$ cat config.mk
export PLATFORM = sky130hd
export DESIGN_NAME = covariance_controller
export DESIGN_NICKNAME = d
export VERILOG_FILES = /design/src/rtl/whitening_pkg.sv /design/src/rtl/cov_pair_sequencer.sv /design/src/rtl/covariance_controller.sv
export SDC_FILE = /design/constraint.sdc
export NUM_CORES = 1
export LEC_CHECK = 0
export ABC_CLOCK_PERIOD_IN_PS = 2600
export BUFFER_PORTS_ARGS = -buffer_cell sky130_fd_sc_hd__buf_2
export CAP_MARGIN = 20
export CORE_MARGIN = 2
export CORE_UTILIZATION = 50
export DETAILED_ROUTE_END_ITERATION = 16
export PLACE_DENSITY = 0.69
export SETUP_SLACK_MARGIN = 0.1
export SKIP_LAST_GASP = 1
export SLEW_MARGIN = 5
export SYNTH_ARGS = -nofsm -noshare
export SYNTH_HDL_FRONTEND = slang
export SYNTH_SLANG_ARGS = --single-unit
$ cat constraint.sdc
create_clock -name CLK_cov -period 2.6 [get_ports CLK_cov]
set_input_delay 0.13 -clock CLK_cov [delete_from_list [all_inputs] [get_ports CLK_cov]]
set_output_delay 0.13 -clock CLK_cov [all_outputs]
set_load 0.05 [all_outputs]
$ cat src/rtl/whitening_pkg.sv
// Shared types and sizing helpers for the whitening covariance stage.
package whitening_pkg;

  // Covariance sequencer states.
  typedef enum logic [2:0] {
    S_IDLE,
    S_CLR,
    S_MAC,
    S_DRAIN,
    S_DIV,
    S_WR,
    S_DONE
  } cov_state_t;

  // Default samples per channel (power of two).
  localparam int DEF_N_SAMP = 128;

  // Number of upper-triangular channel pairs (i <= j).
  function automatic int pair_count(input int n_ch);
    return n_ch * (n_ch + 1) / 2;
  endfunction

  // Select width for n items, never narrower than one bit.
  function automatic int sel_width(input int n);
    return (n <= 2) ? 1 : $clog2(n);
  endfunction

endpackage

$ cat src/rtl/cov_pair_sequencer.sv
// Walks the upper-triangular channel pairs (0,0),(0,1)..(N-1,N-1) and keeps
// the matching result index. Advances only when the controller pulses adv.
module cov_pair_sequencer
  import whitening_pkg::*;
#(
  parameter int N_CH = 2,
  parameter int CW   = sel_width(N_CH),
  parameter int NP   = pair_count(N_CH),
  parameter int PW   = sel_width(NP)
) (
  input  logic          CLK_cov,
  input  logic          GO_cov,
  input  logic          adv,
  output logic [CW-1:0] ch_a,
  output logic [CW-1:0] ch_b,
  output logic [PW-1:0] pair_idx,
  output logic          last
);

  localparam logic [CW-1:0] CH_MAX   = CW'(N_CH - 1);
  localparam logic [PW-1:0] PAIR_MAX = PW'(NP - 1);

  // Final pair is decoded from the registered pair index only.
  assign last = (pair_idx == PAIR_MAX);

  // Pair registers: wrap ch_b back onto the diagonal when it reaches the last channel.
  always_ff @(posedge CLK_cov or negedge GO_cov) begin
    if (!GO_cov) begin
      ch_a     <= '0;
      ch_b     <= '0;
      pair_idx <= '0;
    end else if (adv) begin
      if (ch_b == CH_MAX) begin
        ch_a <= ch_a + 1'b1;
        ch_b <= ch_a + 1'b1;
      end else begin
        ch_b <= ch_b + 1'b1;
      end
      pair_idx <= pair_idx + 1'b1;
    end
  end

endmodule

$ cat src/rtl/covariance_controller.sv
// Sequencer for the whitening covariance stage. For every channel pair it
// clears the accumulator, streams N_SAMP sample addresses into the MAC,
// then strobes divide and write-back. All outputs come from registers.
module covariance_controller
  import whitening_pkg::*;
#(
  parameter int N_CH   = 2,
  parameter int N_SAMP = DEF_N_SAMP,
  parameter int AW     = $clog2(N_SAMP),
  parameter int CW     = sel_width(N_CH),
  parameter int NP     = pair_count(N_CH),
  parameter int PW     = sel_width(NP)
) (
  input  logic          CLK_cov,
  input  logic          GO_cov,
  input  logic          HOLD_cov,
  output logic [AW-1:0] samp_addr,
  output logic [CW-1:0] ch_a,
  output logic [CW-1:0] ch_b,
  output logic [PW-1:0] cov_addr,
  output logic          En_RD,
  output logic          Clr_ACC,
  output logic          En_MAC,
  output logic          En_DIV,
  output logic          En_WR,
  output logic          COV_Busy,
  output logic          COV_Done
);

  // cnt holds the next address to issue; one extra bit marks "all issued".
  localparam logic [AW:0] CNT_END = (AW + 1)'(N_SAMP);

  cov_state_t  state;
  logic [AW:0] cnt;
  logic        adv;
  logic        last;

  // Move to the next pair on the write-back cycle unless this was the last one.
  assign adv = (state == S_WR) && !last;

  cov_pair_sequencer #(
    .N_CH(N_CH),
    .CW  (CW),
    .NP  (NP),
    .PW  (PW)
  ) u_pairs (
    .CLK_cov (CLK_cov),
    .GO_cov  (GO_cov),
    .adv     (adv),
    .ch_a    (ch_a),
    .ch_b    (ch_b),
    .pair_idx(cov_addr),
    .last    (last)
  );

  // Main sequencer: state, sample counter and registered strobes.
  always_ff @(posedge CLK_cov or negedge GO_cov) begin
    if (!GO_cov) begin
      state     <= S_IDLE;
      cnt       <= '0;
      samp_addr <= '0;
      En_RD     <= 1'b0;
      Clr_ACC   <= 1'b0;
      En_DIV    <= 1'b0;
      En_WR     <= 1'b0;
      COV_Busy  <= 1'b0;
      COV_Done  <= 1'b0;
    end else begin
      case (state)
        S_IDLE: begin
          state    <= S_CLR;
          Clr_ACC  <= 1'b1;
          COV_Busy <= 1'b1;
        end
        S_CLR: begin
          // First address goes out unconditionally; hold only applies in S_MAC.
          Clr_ACC   <= 1'b0;
          state     <= S_MAC;
          En_RD     <= 1'b1;
          samp_addr <= '0;
          cnt       <= (AW + 1)'(1);
        end
        S_MAC: begin
          if (cnt == CNT_END) begin
            state     <= S_DRAIN;
            En_RD     <= 1'b0;
            samp_addr <= '0;
          end else if (HOLD_cov) begin
            En_RD <= 1'b0;
          end else begin
            En_RD     <= 1'b1;
            samp_addr <= cnt[AW-1:0];
            cnt       <= cnt + 1'b1;
          end
        end
        S_DRAIN: begin
          state  <= S_DIV;
          En_DIV <= 1'b1;
          cnt    <= '0;
        end
        S_DIV: begin
          En_DIV <= 1'b0;
          En_WR  <= 1'b1;
          state  <= S_WR;
        end
        S_WR: begin
          En_WR <= 1'b0;
          if (last) begin
            state    <= S_DONE;
            COV_Busy <= 1'b0;
            COV_Done <= 1'b1;
          end else begin
            state   <= S_CLR;
            Clr_ACC <= 1'b1;
          end
        end
        S_DONE: begin
          state <= S_DONE;
        end
        default: begin
          state <= S_IDLE;
        end
      endcase
    end
  end

  // MAC data is valid one cycle after the read strobe (RAM read latency).
  always_ff @(posedge CLK_cov or negedge GO_cov) begin
    if (!GO_cov) begin
      En_MAC <= 1'b0;
    end else begin
      En_MAC <= En_RD;
    end
  end

endmodule

==> reports/qor.yml <==
clkSlewWorstSetupHoldPaths_ns: 0.09
reg2regPathDepth: 6
die_w_um: 56.47
syn_avg_cell_area_um2: 10.67
drtPass1Iterations: 5
drive_gt1_frac: 0.2105
post-cts-setup-buffers: 0
pwr-share-comb: 0.238
power_density_nw_per_um2: 754.3
wire_per_inst_um: 14.95
start_kind: "flip-flop"
synthCells: 129
seqPwrFrac: 0.499
grt.total_usage: 0.2034
drtIter0Drc: 31
numCtsBuffers: 5
p_sw_mw: 0.4258
wl_mm: 2.736
ys_warn_count: 0
placement_rows: 19
dieHeight_um: 56.47
die_area_um2: 3188
start_util: 0.5123
synth_area_leaders: "dfrtp_1, a32o_1, o21ai_0, nand2_1, a21oi_1"
ys_types: 36
design_area_um2: 1564
synth_ff_type: "dfrtp_1"
grt_pass1_wl_mm: 4.981
reg2reg_to: "cnt[3]"
cp_max_fo: 6
cts-root-buf: "clkbuf_4"
drv_slew: 0
hp-class: "primary input to flip-flop"
outcome: "finished clean"
ys_ff_latch: 29
critPathKind: "flip-flop to flip-flop"
setup_violations: 0
ant_nets: 0
io_buffers: 20
syn_area_um2: 1376
via_per_inst: 5.809
clock_sinks: 29
dp_hpwl_mm: 1.926
cts_tree: "done"
antenna_found_initial: 0
yosysTopAreaCell: "dfrtp_1"
fillers: 247
ys_seq_area_frac: 0.5273
gp_congestion: 0.8644
r2r_slack_ns: 0.74
endpoint_kind: "flip-flop"
p_int_mw: 0.7540
core_um2: 2686
synth.most_common_cell: "dfrtp_1"
p_sw_frac: 0.3609
first_global_vias: 1083
finClkSkew_ns: 0.008540
synth_common_cells: "dfrtp_1, nand2_1, o21ai_0"
clockPowerShare: 0.263
area_growth_pct: 13.64
vias: 1063
io_pins: 21
diodes: 0
clock_path_buffers: 2
min_to: "cnt[4]"
fin_crit_sh: 0.7150
crit_required_ns: 2.83
async_flop_share: 1.000
insertion_delay_ns: 0.33
p_leak_nw: 0.7547
max_cap_violations: 0
syn_nets: 135
overflow: 0
r2r-start: "cnt[0]"
period_needed_ns: 1.859
arrival_ns: 2.08
hp-start: "HOLD_cov"
tns_ns: 0
fmax_mhz: 537.9
hold_depth: 3
dpl_cell_area_um2: 1484
worstMarginPinSlew_ns: 0.6362
rsz0062_at_grt: "no"
fin_nets: 157
route.detailed.drc: 0
max_slew_margin: 0.5726
ir_drop_v: 0.0004721
synth_top_area_frac: 0.5273
cts_htree_levels: 2
synth-edff-count: 0
grt_start_max_net_pins: 30
finalHoldViolCount: 0
==> flip-flops by register name (all words and copies together) (netlist names), 2 cells and up <==
signal / count
state: 3
cnt: 8
samp_addr: 7
u_pairs.pair_idx: 2
==> metal layers <==
| layer | GRT usage | up-vias | wire length, um |
|---|---|---|---|
| li1 | - | 512 | - |
| met4 | 0.08163 | 0 | 45 |
| met5 | 0 | - | 0 |
| met2 | 0.3090 | 31 | 1281 |
| met3 | 0.06682 | 7 | 147 |
| met1 | 0.2686 | 513 | 1262 |
==> cell usage in the layout (no fill, tap or decap), types with 3 or more instances in the layout <==
| master | synthesis | layout |
|---|---|---|
| nand3_1 | 3 | 3 |
| a32o_1 | 7 | 7 |
| a31oi_1 | 4 | 4 |
| clkbuf_4 | 0 | 5 |
| a21oi_1 | 9 | 9 |
| o21ai_0 | 12 | 12 |
| nand2b_1 | 3 | 3 |
| nor2_1 | 4 | 4 |
| inv_1 | 8 | 8 |
| dfrtp_1 | 29 | 29 |
| buf_2 | 1 | 20 |
| nand2_1 | 13 | 13 |
| ha_1 | 3 | 3 |
==> cell families (layout without fill, tap and decap cells) <==
| family | after synthesis | after routing | share of synthesized area |
|---|---|---|---|
| xor+xnor | 3 | 3 | 0.01909 |
| compound gates | 46 | 46 | 0.2355 |
| flops | 29 | 29 | 0.5273 |
| buf+inv | 14 | 37 | 0.04454 |
| mux | 1 | 1 | 0.007273 |
| fa+ha+maj | 3 | 3 | 0.02728 |
| simple gates | 33 | 33 | 0.1391 |
==> power groups by stage <==
stage	Sequential (mW)	Clock, mW	Combinational [mW]
floorplan	0.652	0	0.153
global placement	0.592	0	0.277
detailed placement	0.595	0	0.280
CTS	0.588	0.324	0.283
global route	0.601	0.342	0.305
finish	0.589	0.310	0.281
==> worst max-delay path by stage <==
| stage | start | endpoint | slack, ns |
|---|---|---|---|
| floorplan | u_pairs.pair_idx[0] | u_pairs.ch_a | 0.64 |
| CTS | cnt[0] | cnt[3] | 0.75 |
| finish | cnt[0] | cnt[3] | 0.74 |
| global placement | state[1] | cnt[5] | 0.80 |
| detailed placement | cnt[0] | cnt[3] | 0.77 |
| global route | state[1] | cnt[5] | 0.56 |
==> critical path, stage by stage (launching register included) <==
cell and delay [ns]:
dfrtp_1 0.43, inv_1 0.09, ha_1 0.20, and4bb_4 0.23
a221o_1 0.41, a21o_1 0.19, a22o_1 0.22
==> stage by stage <==
stage | hold slack (ns) | worst slack [ns] | total power, mW | std cells | util
global route | 0.2416 | 0.5580 | 1.248 | 183 | 0.5822
global placement | 0.1761 | 0.7964 | 0.8696 | 174 | 0.5524
floorplan | -0.1656 | 0.6369 | 0.8054 | 129 | -
detailed placement | 0.1878 | 0.7688 | 0.8751 | 174 | 0.5524
CTS | 0.2035 | 0.7533 | 1.195 | 183 | 0.5822
finish | 0.2230 | 0.7410 | 1.180 | 183 | 0.5822
==> cell type report <==
| type | count | area (um^2) | share of cell area |
|---|---|---|---|
| Sequential cell | 29 | 725.7 | 0.4640 |
| Multi-Input combinational cell | 86 | 589.3 | 0.3768 |
| Timing Repair Buffer | 21 | 110.1 | 0.07040 |
| Clock buffer | 7 | 65.06 | 0.04160 |
| Tap cell | 31 | 38.79 | 0.02480 |
| Inverter | 8 | 30.03 | 0.01920 |
| Clock inverter | 1 | 5.005 | 0.003200 |
==> repair_timing <==
| item | in CTS | in global routing |
|---|---|---|
| gates resized for setup | 0 | 0 |
| hold buffers | 1 | 0 |
| hold endpoints to repair | 29 | 0 |
Power figures use the tool's default switching activity.
